<file path="src/rtl/burst_len_logger.sv">
// burst_len_logger: counts beats per burst and queues burst lengths in a small FIFO.
// Define BURST_LEN_SAT_EN to saturate the beat counter instead of letting it wrap.
module burst_len_logger #(
   parameter int CNT_W = 8,
   parameter int DEPTH = 4
) (
   input  logic             clk,
   input  logic             rst,
   input  logic             s,
   input  logic             g,
   output logic [CNT_W-1:0] len_data,
   output logic             len_valid,
   input  logic             len_ready,
   output logic             ovf,
   output logic [7:0]       drop_cnt
);
   localparam int AW = $clog2(DEPTH);
   localparam logic [0:0] IDLE = 1'b0;
   localparam logic [0:0] ACC  = 1'b1;
   localparam logic [CNT_W+1:0] MAXV = {2'b00, {CNT_W{1'b1}}};
   logic [0:0]       r_state;
   logic [CNT_W-1:0] r_cnt;
   logic [CNT_W-1:0] r_mem [DEPTH];
   logic [AW-1:0]    r_wp, r_rp;
   logic [AW:0]      r_occ;
   logic             r_ovf;
   logic [7:0]       r_drop;
   logic [CNT_W+1:0] w_inc, w_sum;
   logic [CNT_W-1:0] w_inc_c, w_len;
   logic             w_push, w_pop, w_full, w_wr, w_drop;
   assign w_inc = {2'b00, r_cnt} + {{(CNT_W+1){1'b0}}, 1'b1};
   // a continue beat arriving with the end pulse still belongs to this burst
   assign w_sum = w_inc + {{(CNT_W+1){1'b0}}, s};
`ifdef BURST_LEN_SAT_EN
   assign w_inc_c = (w_inc > MAXV) ? MAXV[CNT_W-1:0] : w_inc[CNT_W-1:0];
   assign w_len   = (w_sum > MAXV) ? MAXV[CNT_W-1:0] : w_sum[CNT_W-1:0];
`else
   assign w_inc_c = w_inc[CNT_W-1:0];
   assign w_len   = w_sum[CNT_W-1:0];
`endif
   assign w_push    = (r_state == ACC) ? g : (g && !s);
   assign len_valid = (r_occ != '0);
   assign len_data  = len_valid ? r_mem[r_rp] : '0;
   assign w_pop     = len_valid && len_ready;
   assign w_full    = (r_occ == (AW+1)'(DEPTH));
   assign w_wr      = w_push && (!w_full || w_pop);
   assign w_drop    = w_push && w_full && !w_pop;
   assign ovf       = r_ovf;
   assign drop_cnt  = r_drop;
   always_ff @(posedge clk) begin
      if (rst) begin
         r_state <= IDLE;
         r_cnt   <= '0;
      end else if (r_state == ACC && g) begin
         r_state <= IDLE;
         r_cnt   <= '0;
      end else if (s) begin
         r_state <= ACC;
         r_cnt   <= w_inc_c;
      end
   end
   always_ff @(posedge clk) begin
      if (w_wr && !rst) r_mem[r_wp] <= w_len;
   end
   always_ff @(posedge clk) begin
      if (rst) begin
         r_wp   <= '0;
         r_rp   <= '0;
         r_occ  <= '0;
         r_ovf  <= 1'b0;
         r_drop <= '0;
      end else begin
         if (w_wr) r_wp <= r_wp + 1'b1;
         if (w_pop) r_rp <= r_rp + 1'b1;
         if (w_wr && !w_pop) r_occ <= r_occ + 1'b1;
         else if (!w_wr && w_pop) r_occ <= r_occ - 1'b1;
         r_ovf  <= w_drop;
         r_drop <= (w_drop && r_drop != 8'hFF) ? r_drop + 8'd1 : r_drop;
      end
   end
endmodule

</file>
<file path="config.mk">
export PLATFORM = sky130hd
export DESIGN_NAME = burst_len_logger
export DESIGN_NICKNAME = d
export VERILOG_FILES = /design/src/rtl/burst_len_logger.sv
export SDC_FILE = /design/constraint.sdc
export NUM_CORES = 1
export LEC_CHECK = 0
export ABC_CLOCK_PERIOD_IN_PS = 6300
export CORE_UTILIZATION = 45
export DETAILED_ROUTE_END_ITERATION = 12
export PLACE_DENSITY_LB_ADDON = 0.1
export SETUP_SLACK_MARGIN = 0.4
export SLEW_MARGIN = 20
export SYNTH_ARGS = -nofsm -noshare
export SYNTH_HDL_FRONTEND = slang
export SYNTH_SLANG_ARGS = --single-unit
</file>
<file path="constraint.sdc">
create_clock -name clk -period 6.3 [get_ports clk]
set_input_delay 1.89 -clock clk [delete_from_list [all_inputs] [get_ports clk]]
set_output_delay 1.89 -clock clk [all_outputs]
set_load 0.02 [all_outputs]
</file>
# --- After elaboration in Yosys (flattened, before gate mapping) ---
# Memory sizes are Yosys's and may differ from the RTL's. A register that Yosys moved wholly into a read port is not among the register bits.
# Cells that the tools add are included.
word_totals:
  wordCells: 44
  ram_bits: 32
  n_memories: 1
  rom_bits: 0
  regBits: 25
  inputBits: 5
  out_inout_bits: 18
  latchBits: 0
mem_list:
  columns: ["name", "words", "width", "read_ports", "rd_ports_with_merged_regs", "wr", "line_no", "source"]
  rows:
  - ["r_mem", 4, 8, 1, 1, 1, "23", "logic [CNT_W-1:0] r_mem [DEPTH];"]
classes:
  n_lt_le_gt_ge: 0
  bitwise: 0
  muxes: 8
  add_sub_neg: 7
  multipliers: 0
  shifts: 0
  reduce_logical: 19
  n_eq_ne: 2
  div: 0
op_table:
  columns: ["op", "count"]
  rows:
  - ["$add 8x1->8 const B", 2]
  - ["$logic_and 1x1->1", 10]
  - ["$add 8x1->8", 1]
  - ["$mux 8", 1]
  - ["$ne 8x8->1 const B", 1]
  - ["$mux 3", 2]
  - ["$logic_not 1->1", 5]
  - ["$add 2x1->2 const B", 2]
  - ["$mux 2", 2]
  - ["$add 3x1->3 const B", 1]
  - ["$eq 3x3->1 const B", 1]
  - ["$mux 1", 3]
  - ["$reduce_bool 3->1", 1]
  - ["$sub 3x1->3 const B", 1]
  - ["$reduce_bool 2->1", 1]
  - ["$reduce_or 2->1", 1]
  - ["$logic_or 1x1->1", 1]

# --- Logic depth before layout (Yosys ltp) ---
# Gate-level depths: netlist of the first run.
logic_depth:
  depth_word: 8
  ltp_mapped: 10
  mapped_depth_nobuf: 9

# --- Least setup slack after synthesis of the first run ---
# OpenSTA, ideal clock, no wires.
synth_path:
  path_type: "input port to flip-flop"
  start: "input port s"
  end: "register r_occ[2]"
  setup_time_ns: 0.071
  t_required_ns: 6.229
  t_arrival_ns: 3.639
  stages: 10
  path_slack_ns: 2.590
  n_path_buf: 1
  cell_sequence: "clkbuf_1 > nand2b_1 > nand3b_1 > inv_1 > ha_1 > inv_1 > fa_1 > xor2_1 > or3_1 > a21oi_1"
synth_between:
  elab_chain_len: 7
  elab_cells_between_ends: 9
  cone_classes: "mux (2); reduce/logical (7)"
synth_lines:
  columns: ["item", "line_no", "source"]
  rows:
  - ["start, declared", "9", "input logic s,"]
  - ["$logic_not 1->1 *", "41", "assign w_push = (r_state == ACC) ? g : (g && !s);"]
  - ["$logic_and 1x1->1 *", "41", null]
  - ["$mux 1 *", "41", null]
  - ["$logic_and 1x1->1 *", "46", "assign w_wr = w_push && (!w_full || w_pop);"]
  - ["$logic_not 1->1", "76", "else if (!w_wr && w_pop) r_occ <= r_occ - 1'b1;"]
  - ["$logic_and 1x1->1", "76", null]
  - ["$reduce_bool 2->1 (no source line)", null, null]
  - ["end signal, assigned", "75", "if (w_wr && !w_pop) r_occ <= r_occ + 1'b1;"]
  - ["end signal, assigned", "76", null]
  - ["end, declared", "25", "logic [AW:0] r_occ;"]
# Every way passes the cells marked *; elsewhere a longest branch is shown, timed or not.
# A chain may end at the register's enable or synchronous reset.

==> results of run 1 <==
## worst max-delay path, stage by stage (launching register included)
cell             delay (ps)
dfxtp_1                 670
mux4_2                  580
and2_1                  170
clkdlybuf4s50_1         530
## metal layers
metal / track usage (%) / up-vias / routed length, µm
met1: 20.77 / 767 / 2191
met5: 0 / - / 0
li1: - / 860 / -
met2: 23.14 / 28 / 2013
met4: 10.18 / 0 / 85
met3: 3.409 / 8 / 135
## cell type report
type,instances,area share [%]
clock buffers,15,5.776
clock inverters,1,0.9241
inverters,8,0.9241
multi-input cells,154,36.50
flip-flops and latches,59,46.21
well taps,75,2.888
repair buffers,22,6.777
## layout by cell type (no fill, tap or decap), types with 2 or more instances in the layout
cell type,n
dfxtp_1,27
mux2i_1,4
xnor2_1,14
nor2_1,30
clkbuf_8,11
ha_1,9
clkbuf_1,3
nand2_1,11
edfxtp_1,32
a21oi_1,4
o21ai_0,7
nand4b_1,2
nand3b_1,2
nand3_1,7
clkdlybuf4s50_1,22
mux4_2,8
nor3_1,6
nand4_1,4
inv_1,8
and2_1,13
xor2_1,15
## cell families after synthesis
group,after synthesis,synth area share (%)
simple gates,86,17.23
flops,59,54.13
xor+xnor,29,9.157
buf+inv,21,3.112
compound gates,17,3.654
mux,12,7.939
fa+ha+maj,10,4.781
## power by group through the flow
| stage | Clock, mW | Sequential, mW | Combinational [mW] |
|---|---|---|---|
| 6_report | 0.366 | 0.468 | 0.244 |
| 5_1_grt | 0.390 | 0.475 | 0.269 |
| 4_1_cts | 0.376 | 0.470 | 0.248 |
| 3_5_place_dp | 0 | 0.478 | 0.247 |
| 3_3_place_gp | 0 | 0.478 | 0.244 |
| 2_1_floorplan | 0 | 0.455 | 0.184 |
## per-stage QoR
| stage | utilization (%) | cells |
|---|---|---|
| global route | 54.88 | 334 |
| CTS | 54.88 | 334 |
| global placement | 51.20 | 318 |
| finish | 54.88 | 334 |
| detailed placement | 51.20 | 318 |
| floorplan | - | 234 |
## how the worst max path moves through the flow
stage / startpoint / end / slack [ps] / cells after the start
floorplan: s / r_occ[2] / 2590 / 10
global placement: s / r_occ[2] / 1980 / 10
detailed placement: s / r_occ[2] / 1950 / 10
CTS: flip-flop / len_data[5] / 2080 / 3
global route: flip-flop / len_data[4] / 1990 / 3
finish: flip-flop / len_data[5] / 2150 / 3
## state kept, by name, summed over array words and instances, names as in the netlist, named ones only
signal	flops
r_state	1
r_mem	32
r_rp	2
r_wp	2
drop_cnt	8
r_cnt	8
r_occ	3
ovf	1
==> impl_metrics.env, run 1 <==
export IMPL_cp_end_kind="primary output"
export IMPL_cellPowerDensity_nw_per_um2=331.7
export IMPL_ys_warn_count=0
export IMPL_pin_count=23
export IMPL_clk_latency_ps=330
export IMPL_post_dp_cell_area_um2=3032
export IMPL_power_switching_mw=0.2847
export IMPL_p_int_mw=0.7933
export IMPL_ant_nets=0
export IMPL_core_area_um2=5921
export IMPL_final_cell_area_um2=3249
export IMPL_syn2layout_area_growth_pct=17.14
export IMPL_synth_top_area_cell="edfxtp_1"
export IMPL_synthTopCellsByCount="32 x edfxtp_1, 30 x nor2_1, 27 x dfxtp_1"
export IMPL_netlist_instances=234
export IMPL_n_antenna_cell=0
export IMPL_drc=0
export IMPL_syn_nets=249
export IMPL_drive_gt1_share_pct=10.42
export IMPL_reg2regPathDepth=8
export IMPL_synth_edf_count=32
export IMPL_postCtsSetupBuffers=0
export IMPL_first_pass_iters=4
export IMPL_nets=269
export IMPL_status="finished clean"
export IMPL_worst_slack_ps=2146
export IMPL_place_ws_ps=1947
export IMPL_tns_ps=0
export IMPL_power_frac_comb_pct=22.7
export IMPL_antenna_found_initial=0
export IMPL_hold_class="flip-flop to flip-flop"
export IMPL_routed_wl_um=4425
export IMPL_rsz0062_at_grt="false"
export IMPL_fin_crit_ps=4154
export IMPL_multiInputGateArea_um2=1186
export IMPL_hold_depth=2
export IMPL_vias=1663
export IMPL_maxCapViolations=0
export IMPL_grt_pass1_wl_um=7348
export IMPL_cts_buffer_depth=2
export IMPL_hold_buffers=0
export IMPL_regToRegSetupSlack_ps=3870
export IMPL_grt_usage_pct=15.73
export IMPL_io_buffers=22
export IMPL_avgViaCountPerCell=4.979
export IMPL_crit_arrival_ps=2260
export IMPL_max_slew_margin_pct=53.46
export IMPL_synthArstFlopShare_pct=0
export IMPL_ys_types=40
export IMPL_cts_buffers=9
export IMPL_hold_violations=0
export IMPL_r2r_start="r_occ[0]"
export IMPL_critPathMaxFanout=8
export IMPL_regArea_um2=1501
export IMPL_drtIter0Drc=69
export IMPL_cts_tree="yes"
export IMPL_synth_ff_type="edfxtp_1"
export IMPL_critPathKind="flip-flop to primary output"
export IMPL_die_area_um2=6482
export IMPL_reg2reg_to="r_occ[2]"
export IMPL_syn_area_um2=2774
export IMPL_finalClockSkew_ps=7.058
export IMPL_vdd_drop_max_mv=0.1557
export IMPL_fmax_mhz=240.7
export IMPL_initial_core_util_pct=46.85
export IMPL_root_buffer="clkbuf_8"
export IMPL_required_ps=4410
export IMPL_die_h_um=80.51
export IMPL_p_leak_nw=1.105
export IMPL_grt_max_degree=20
export IMPL_crit_path_start_kind="flip-flop"
export IMPL_synth_top_area_share_pct=34.64
export IMPL_slew_violations=0
export IMPL_grt_ovfl_total=0
export IMPL_die_width_um=80.51
export IMPL_ys_seq_area_share_pct=54.13
export IMPL_routedWlPerCell_um=13.25
export IMPL_grt_pass1_vias=1565
export IMPL_fp_row_count=28
export IMPL_post_route_period_util_pct=65.94
export IMPL_switching_share_pct=26.41
export IMPL_path_clk_slew_ps=60
export IMPL_fillers=523
export IMPL_clock_sinks=59
export IMPL_finalWeightedCongestion=0.7501
export IMPL_worstMarginPinSlew_ps=696.0
export IMPL_ctsResizeCount=0
export IMPL_p_total_mw=1.078
export IMPL_yosys_top_cells_area="edfxtp_1 35%, dfxtp_1 19%, mux4_2 6.5%, xor2_1 4.7%, xnor2_1 4.4%"
export IMPL_clkPwrFrac_pct=33.9
export IMPL_final_setup_viol_count=0
export IMPL_ys_ff_latch=59
export IMPL_htreeDepth=3
export IMPL_min_delay_worst_endpoint="r_state"
export IMPL_seq_power_share_pct=43.4
export IMPL_postSynthAreaPerCell_um2=11.85
export IMPL_hold_path_startpoint="r_state"
export IMPL_holdWs_ps=507.3
export IMPL_synth_most_common_cell="edfxtp_1"
export IMPL_dp_hpwl_um=3036
Note: power is estimated with default switching activity, not from simulation.
==> run 2: changes to the inputs <==
- ABC_CLOCK_PERIOD_IN_PS: 6300 -> 3800
- clock period: 6.3 -> 3.8 ns (I/O delays scaled with it)
==> run 2 against run 1 <==
Compared with the run above:
- total power grew 65%
- flip-flop and latch count stayed put
- wire length is 3.5% higher
- final cell count increased by 0.60%
- critical endpoint is now len_data[1]
- combinational power grew 69%
- setup slack worse by 1600 ps
- clock skew down 0.70 ps
- hold slack worse by 18 ps
- clock power up 62%
- non-clock buffer count grew 2
- sequential power rose by 66%
- design area up 0.35%
==> impl_metrics.env, run 2 (synthesized netlist as in run 1, its figures left out) <==
export IMPL_status="finished clean"
export IMPL_r2r_start="r_occ[0]"
export IMPL_top_register="r_mem"
export IMPL_fillers=518
export IMPL_slowest_delay_ps=550
export IMPL_crit_path_end="len_data[1]"
export IMPL_reg2regPathDepth=8
export IMPL_postCtsSetupBuffers=0
export IMPL_place_ws_ps=389.7
export IMPL_pin_count=23
export IMPL_required_ps=2660
export IMPL_hold_class="flip-flop to flip-flop"
export IMPL_cp_slowest_cell="mux4_2"
export IMPL_vias=1713
export IMPL_regArea_um2=1503
export IMPL_regToRegSetupSlack_ps=1380
export IMPL_p_leak_nw=1.116
export IMPL_grt_ovfl_total=0
export IMPL_dp_hpwl_um=3186
export IMPL_cp_depth=3
export IMPL_finalWeightedCongestion=0.7426
export IMPL_htreeDepth=3
export IMPL_syn2layout_area_growth_pct=17.55
export IMPL_avgViaCountPerCell=5.098
export IMPL_cts_tree="yes"
export IMPL_grt_usage_pct=16.97
export IMPL_final_setup_viol_count=0
export IMPL_routedWlPerCell_um=13.63
export IMPL_maxCapViolations=0
export IMPL_fp_row_count=28
export IMPL_root_buffer="clkbuf_8"
export IMPL_finalClockSkew_ps=6.356
export IMPL_tns_ps=0
export IMPL_drive_gt1_share_pct=12.26
export IMPL_path_clk_slew_ps=70
export IMPL_grt_pass1_wl_um=7872
export IMPL_die_h_um=80.51
export IMPL_critPathKind="flip-flop to primary output"
export IMPL_cts_buffer_depth=2
export IMPL_antenna_found_initial=0
export IMPL_drc=0
export IMPL_final_cell_mix="32 x edfxtp_1, 30 x nor2_1, 26 x dfxtp_1"
export IMPL_crit_path_start_kind="flip-flop"
export IMPL_reg2reg_to="r_occ[2]"
export IMPL_cp_cell_sequence="mux4_2, and2_1, clkdlybuf4s50_1"
export IMPL_critPathMaxFanout=8
export IMPL_crit_family="multiplexers"
export IMPL_ant_nets=0
export IMPL_slew_violations=0
export IMPL_worstMarginPinSlew_ps=531.4
export IMPL_grt_pass1_vias=1607
export IMPL_drtIter0Drc=52
export IMPL_post_dp_cell_area_um2=3047
export IMPL_nets=271
export IMPL_die_area_um2=6482
export IMPL_fin_crit_ps=3225
export IMPL_cts_buffers=9
export IMPL_multiInputGateArea_um2=1186
export IMPL_layout_commonest_cell="edfxtp_1"
export IMPL_post_route_period_util_pct=84.86
export IMPL_die_width_um=80.51
export IMPL_cp_end_kind="primary output"
export IMPL_worst_slack_ps=575.3
export IMPL_vdd_drop_max_mv=0.2602
export IMPL_largest_reg_flops=32
export IMPL_routed_wl_um=4579
export IMPL_grt_max_degree=19
export IMPL_initial_core_util_pct=46.85
export IMPL_final_cell_area_um2=3261
export IMPL_io_buffers=22
export IMPL_hold_violations=0
export IMPL_crit_arrival_ps=2080
export IMPL_p_total_mw=1.782
export IMPL_cellPowerDensity_nw_per_um2=546.5
export IMPL_clock_sinks=59
export IMPL_first_pass_iters=4
export IMPL_fmax_mhz=310.1
export IMPL_n_antenna_cell=0
export IMPL_path_buf_inv=1
export IMPL_max_slew_margin_pct=64.30
export IMPL_clk_latency_ps=340
export IMPL_rsz0062_at_grt="false"
export IMPL_core_area_um2=5921
## run 2: cell count changes in the layout (fill, tap and decap cells not counted), sizes merged
cell / previous run / this run
clkbuf: 15 / 12
clkinv: 0 / 3
buf: 0 / 2
## run 2: per-layer routing
layer / up-vias / routed length, µm / track usage (%)
li1: 865 / - / -
met1: 806 / 2265 / 22.77
met2: 35 / 2031 / 24.15
met3: 7 / 197 / 6.136
met4: 0 / 85 / 8.036
met5: - / 0 / 0
## run 2: where the power goes
group	internal (mW)	switching (mW)
Sequential	0.718	0.0575
Clock	0.354	0.240
Combinational	0.221	0.191
## run 2: timing repair
action,CTS,global route
resized for setup,1,0
hold buffers,0,0
setup endpoints to repair,8,0
## run 2: cell type report
class / count / share of cell area [%]
sequential: 59 / 46.09
clock buffer: 12 / 5.065
multi-input combinational: 154 / 36.38
clock inverter: 4 / 1.458
inverter: 8 / 0.9210
tap: 75 / 2.878
timing repair buffer: 24 / 7.214
## run 2: tightest hold or removal path, delay by kind of cell, from the launching register on
family	cells	cell delay (ps)
flops	1	340
simple gates	2	120
## run 2: worst min path at each step
stage,endpoint,from,cells past startpoint
2_1_floorplan,r_state,r_state,2
3_3_place_gp,r_state,r_state,2
3_5_place_dp,r_state,r_state,2
4_1_cts,r_state,r_state,2
5_1_grt,r_state,r_state,2
6_report,r_state,r_state,2
## run 2: stage by stage
stage	cells	utilization [%]	hold WS, ps
final	336	55.07	489.6
after floorplan	234	-	447.9
after CTS	336	55.07	492.2
after global routing	336	55.07	517.9
after detailed placement	320	51.46	475.1
after global placement	320	51.46	470.2
==> run 3: changes to the inputs <==
- ABC_CLOCK_PERIOD_IN_PS: 3800 -> 3340
- clock period: 3.8 -> 3.34 ns (I/O delays scaled with it)
==> run 3 against run 2 <==
Compared with the run above:
- critical path depth rose by 1
- total power rose by 3.0%
- setup slack got worse by 69 ps
- register-to-register slack got worse by 460 ps
- critical endpoint unchanged
- via count fell by 0.53%
- clock power fell by 13%
- combinational power rose by 13%
- die area did not move
- core utilization fell by 0.85 points
==> impl_metrics.env, run 3 (synthesized netlist as in run 1, its figures left out) <==
export IMPL_reg2regPathDepth=8
export IMPL_top_register="r_mem"
export IMPL_critPathKind="flip-flop to primary output"
export IMPL_cp_cell_sequence="buf_4, mux4_2, and2_1, dlygate4sd2_1"
export IMPL_first_pass_iters=4
export IMPL_route_met3_wl_um=142
export IMPL_io_buffers=22
export IMPL_root_buffer="clkbuf_8"
export IMPL_routedWlPerCell_um=13.99
export IMPL_met1_length_um=2412
export IMPL_avgViaCountPerCell=5.041
export IMPL_htreeDepth=3
export IMPL_core_area_um2=5921
export IMPL_die_area_um2=6482
export IMPL_grt_usage_pct=16.40
export IMPL_die_width_um=80.51
export IMPL_routed_wl_um=4729
export IMPL_regToRegSetupSlack_ps=920
export IMPL_nets=274
export IMPL_vdd_drop_max_mv=0.2689
export IMPL_dr_wl_met2_um=2053
export IMPL_clk_latency_ps=330
export IMPL_die_h_um=80.51
export IMPL_max_slew_margin_pct=61.92
export IMPL_grt_pass1_vias=1656
export IMPL_rsz0062_at_grt="false"
export IMPL_syn2layout_area_growth_pct=15.74
export IMPL_dp_hpwl_um=3189
export IMPL_largest_reg_flops=32
export IMPL_post_route_period_util_pct=84.83
export IMPL_cp_slowest_cell="mux4_2"
export IMPL_ant_nets=0
export IMPL_cts_buffers=9
export IMPL_vias=1704
export IMPL_finalClockSkew_ps=7.394
export IMPL_clock_sinks=59
export IMPL_hold_buffers=0
export IMPL_drc=0
export IMPL_required_ps=2340
export IMPL_grt_max_degree=19
export IMPL_drive_gt1_share_pct=11.41
export IMPL_hold_violations=0
export IMPL_slowest_delay_ps=510
export IMPL_crit_arrival_ps=1830
export IMPL_hold_class="flip-flop to flip-flop"
export IMPL_worstMarginPinSlew_ps=571.2
export IMPL_finalWeightedCongestion=0.7174
export IMPL_r2r_start="r_occ[0]"
export IMPL_crit_path_start_kind="flip-flop"
export IMPL_fp_row_count=28
export IMPL_grt_ovfl_total=0
export IMPL_initial_core_util_pct=46.85
export IMPL_final_setup_viol_count=0
export IMPL_grt_pass1_wl_um=7755
export IMPL_cts_buffer_depth=2
export IMPL_p_leak_nw=1.135
export IMPL_pin_count=23
export IMPL_final_cell_mix="32 x edfxtp_1, 30 x nor2_1, 27 x dfxtp_1"
export IMPL_p_total_mw=1.836
export IMPL_reg2reg_to="r_occ[2]"
export IMPL_tns_ps=0
export IMPL_fin_crit_ps=2833
export IMPL_cellPowerDensity_nw_per_um2=571.9
export IMPL_critPathMaxFanout=8
export IMPL_fmax_mhz=352.9
export IMPL_crit_path_end="len_data[1]"
export IMPL_path_clk_slew_ps=60
export IMPL_cts_tree="yes"
export IMPL_slew_violations=0
export IMPL_status="finished clean"
export IMPL_dr_max_layer_used="met4"
export IMPL_postCtsSetupBuffers=0
export IMPL_cp_end_kind="primary output"
export IMPL_antenna_found_initial=0
export IMPL_drtIter0Drc=37
export IMPL_n_antenna_cell=0
export IMPL_maxCapViolations=0
export IMPL_layout_commonest_cell="edfxtp_1"
-- run 3: cell types whose count changed in the layout (fill, tap and decap cells not counted), sizes merged --
cell | previous run | this run
buf | 2 | 5
clkinv | 3 | 5
bufinv | 1 | 0
dlygate4sd2 | 0 | 8
clkbuf | 12 | 10
clkdlybuf4s50 | 22 | 13
dlymetal6s2s | 0 | 1
-- run 3: per-stage QoR --
step	std cells	area (µm²)	hold slack [ps]	utilization, %	worst slack (ps)
2_1_floorplan	234	2774	447.9	-	518.2
3_3_place_gp	323	3069	465.2	51.84	218.1
3_5_place_dp	323	3069	469.4	51.84	171.3
4_1_cts	338	3208	480.9	54.18	416.8
5_1_grt	338	3211	507.3	54.23	405.7
6_report	338	3211	479.9	54.23	506.6
-- run 3: layout make-up --
class,count,area (µm²)
tap,75,93.84
fill,519,2710
sequential,59,1501
clock buffer,10,127.6
inverter,8,30.03
multi-input combinational,154,1186
timing repair buffer,27,250.2
clock inverter,5,21.27
-- run 3: worst max-delay path: cells and delay by family, from the launching register on --
family / cells / cell delay [ps]
multiplexers: 1 / 510
flip-flops: 1 / 310
buffers and inverters: 2 / 510
AND/OR/NAND/NOR: 1 / 170
-- run 3: how the worst min path moves through the flow --
stage,start,endpoint,slack [ps],cells after the start
floorplan,r_state,r_state,450,2
global placement,r_state,r_state,470,2
detailed placement,r_state,r_state,470,2
CTS,r_state,r_state,480,2
global route,r_state,r_state,510,2
finish,r_state,r_state,480,2
-- run 3: power breakdown --
group | internal, mW | total, mW | switching, mW | leakage [nW]
Clock | 0.254 | 0.514 | 0.259 | 0.0784
Combinational | 0.226 | 0.466 | 0.240 | 0.564
Sequential | 0.815 | 0.856 | 0.0411 | 0.492
-- run 3: per-layer routing --
layer | vias up | GRT usage [%]
met1 | 796 | 21.92
li1 | 869 | -
met4 | 0 | 8.571
met5 | - | 0
met3 | 11 | 3.409
met2 | 28 | 24.83
-- run 3: repair_timing --
item,CTS,global route
endpoints found under the setup margin,8,1
gates cloned,0,0
pin swaps,0,0
gates resized for setup,8,1
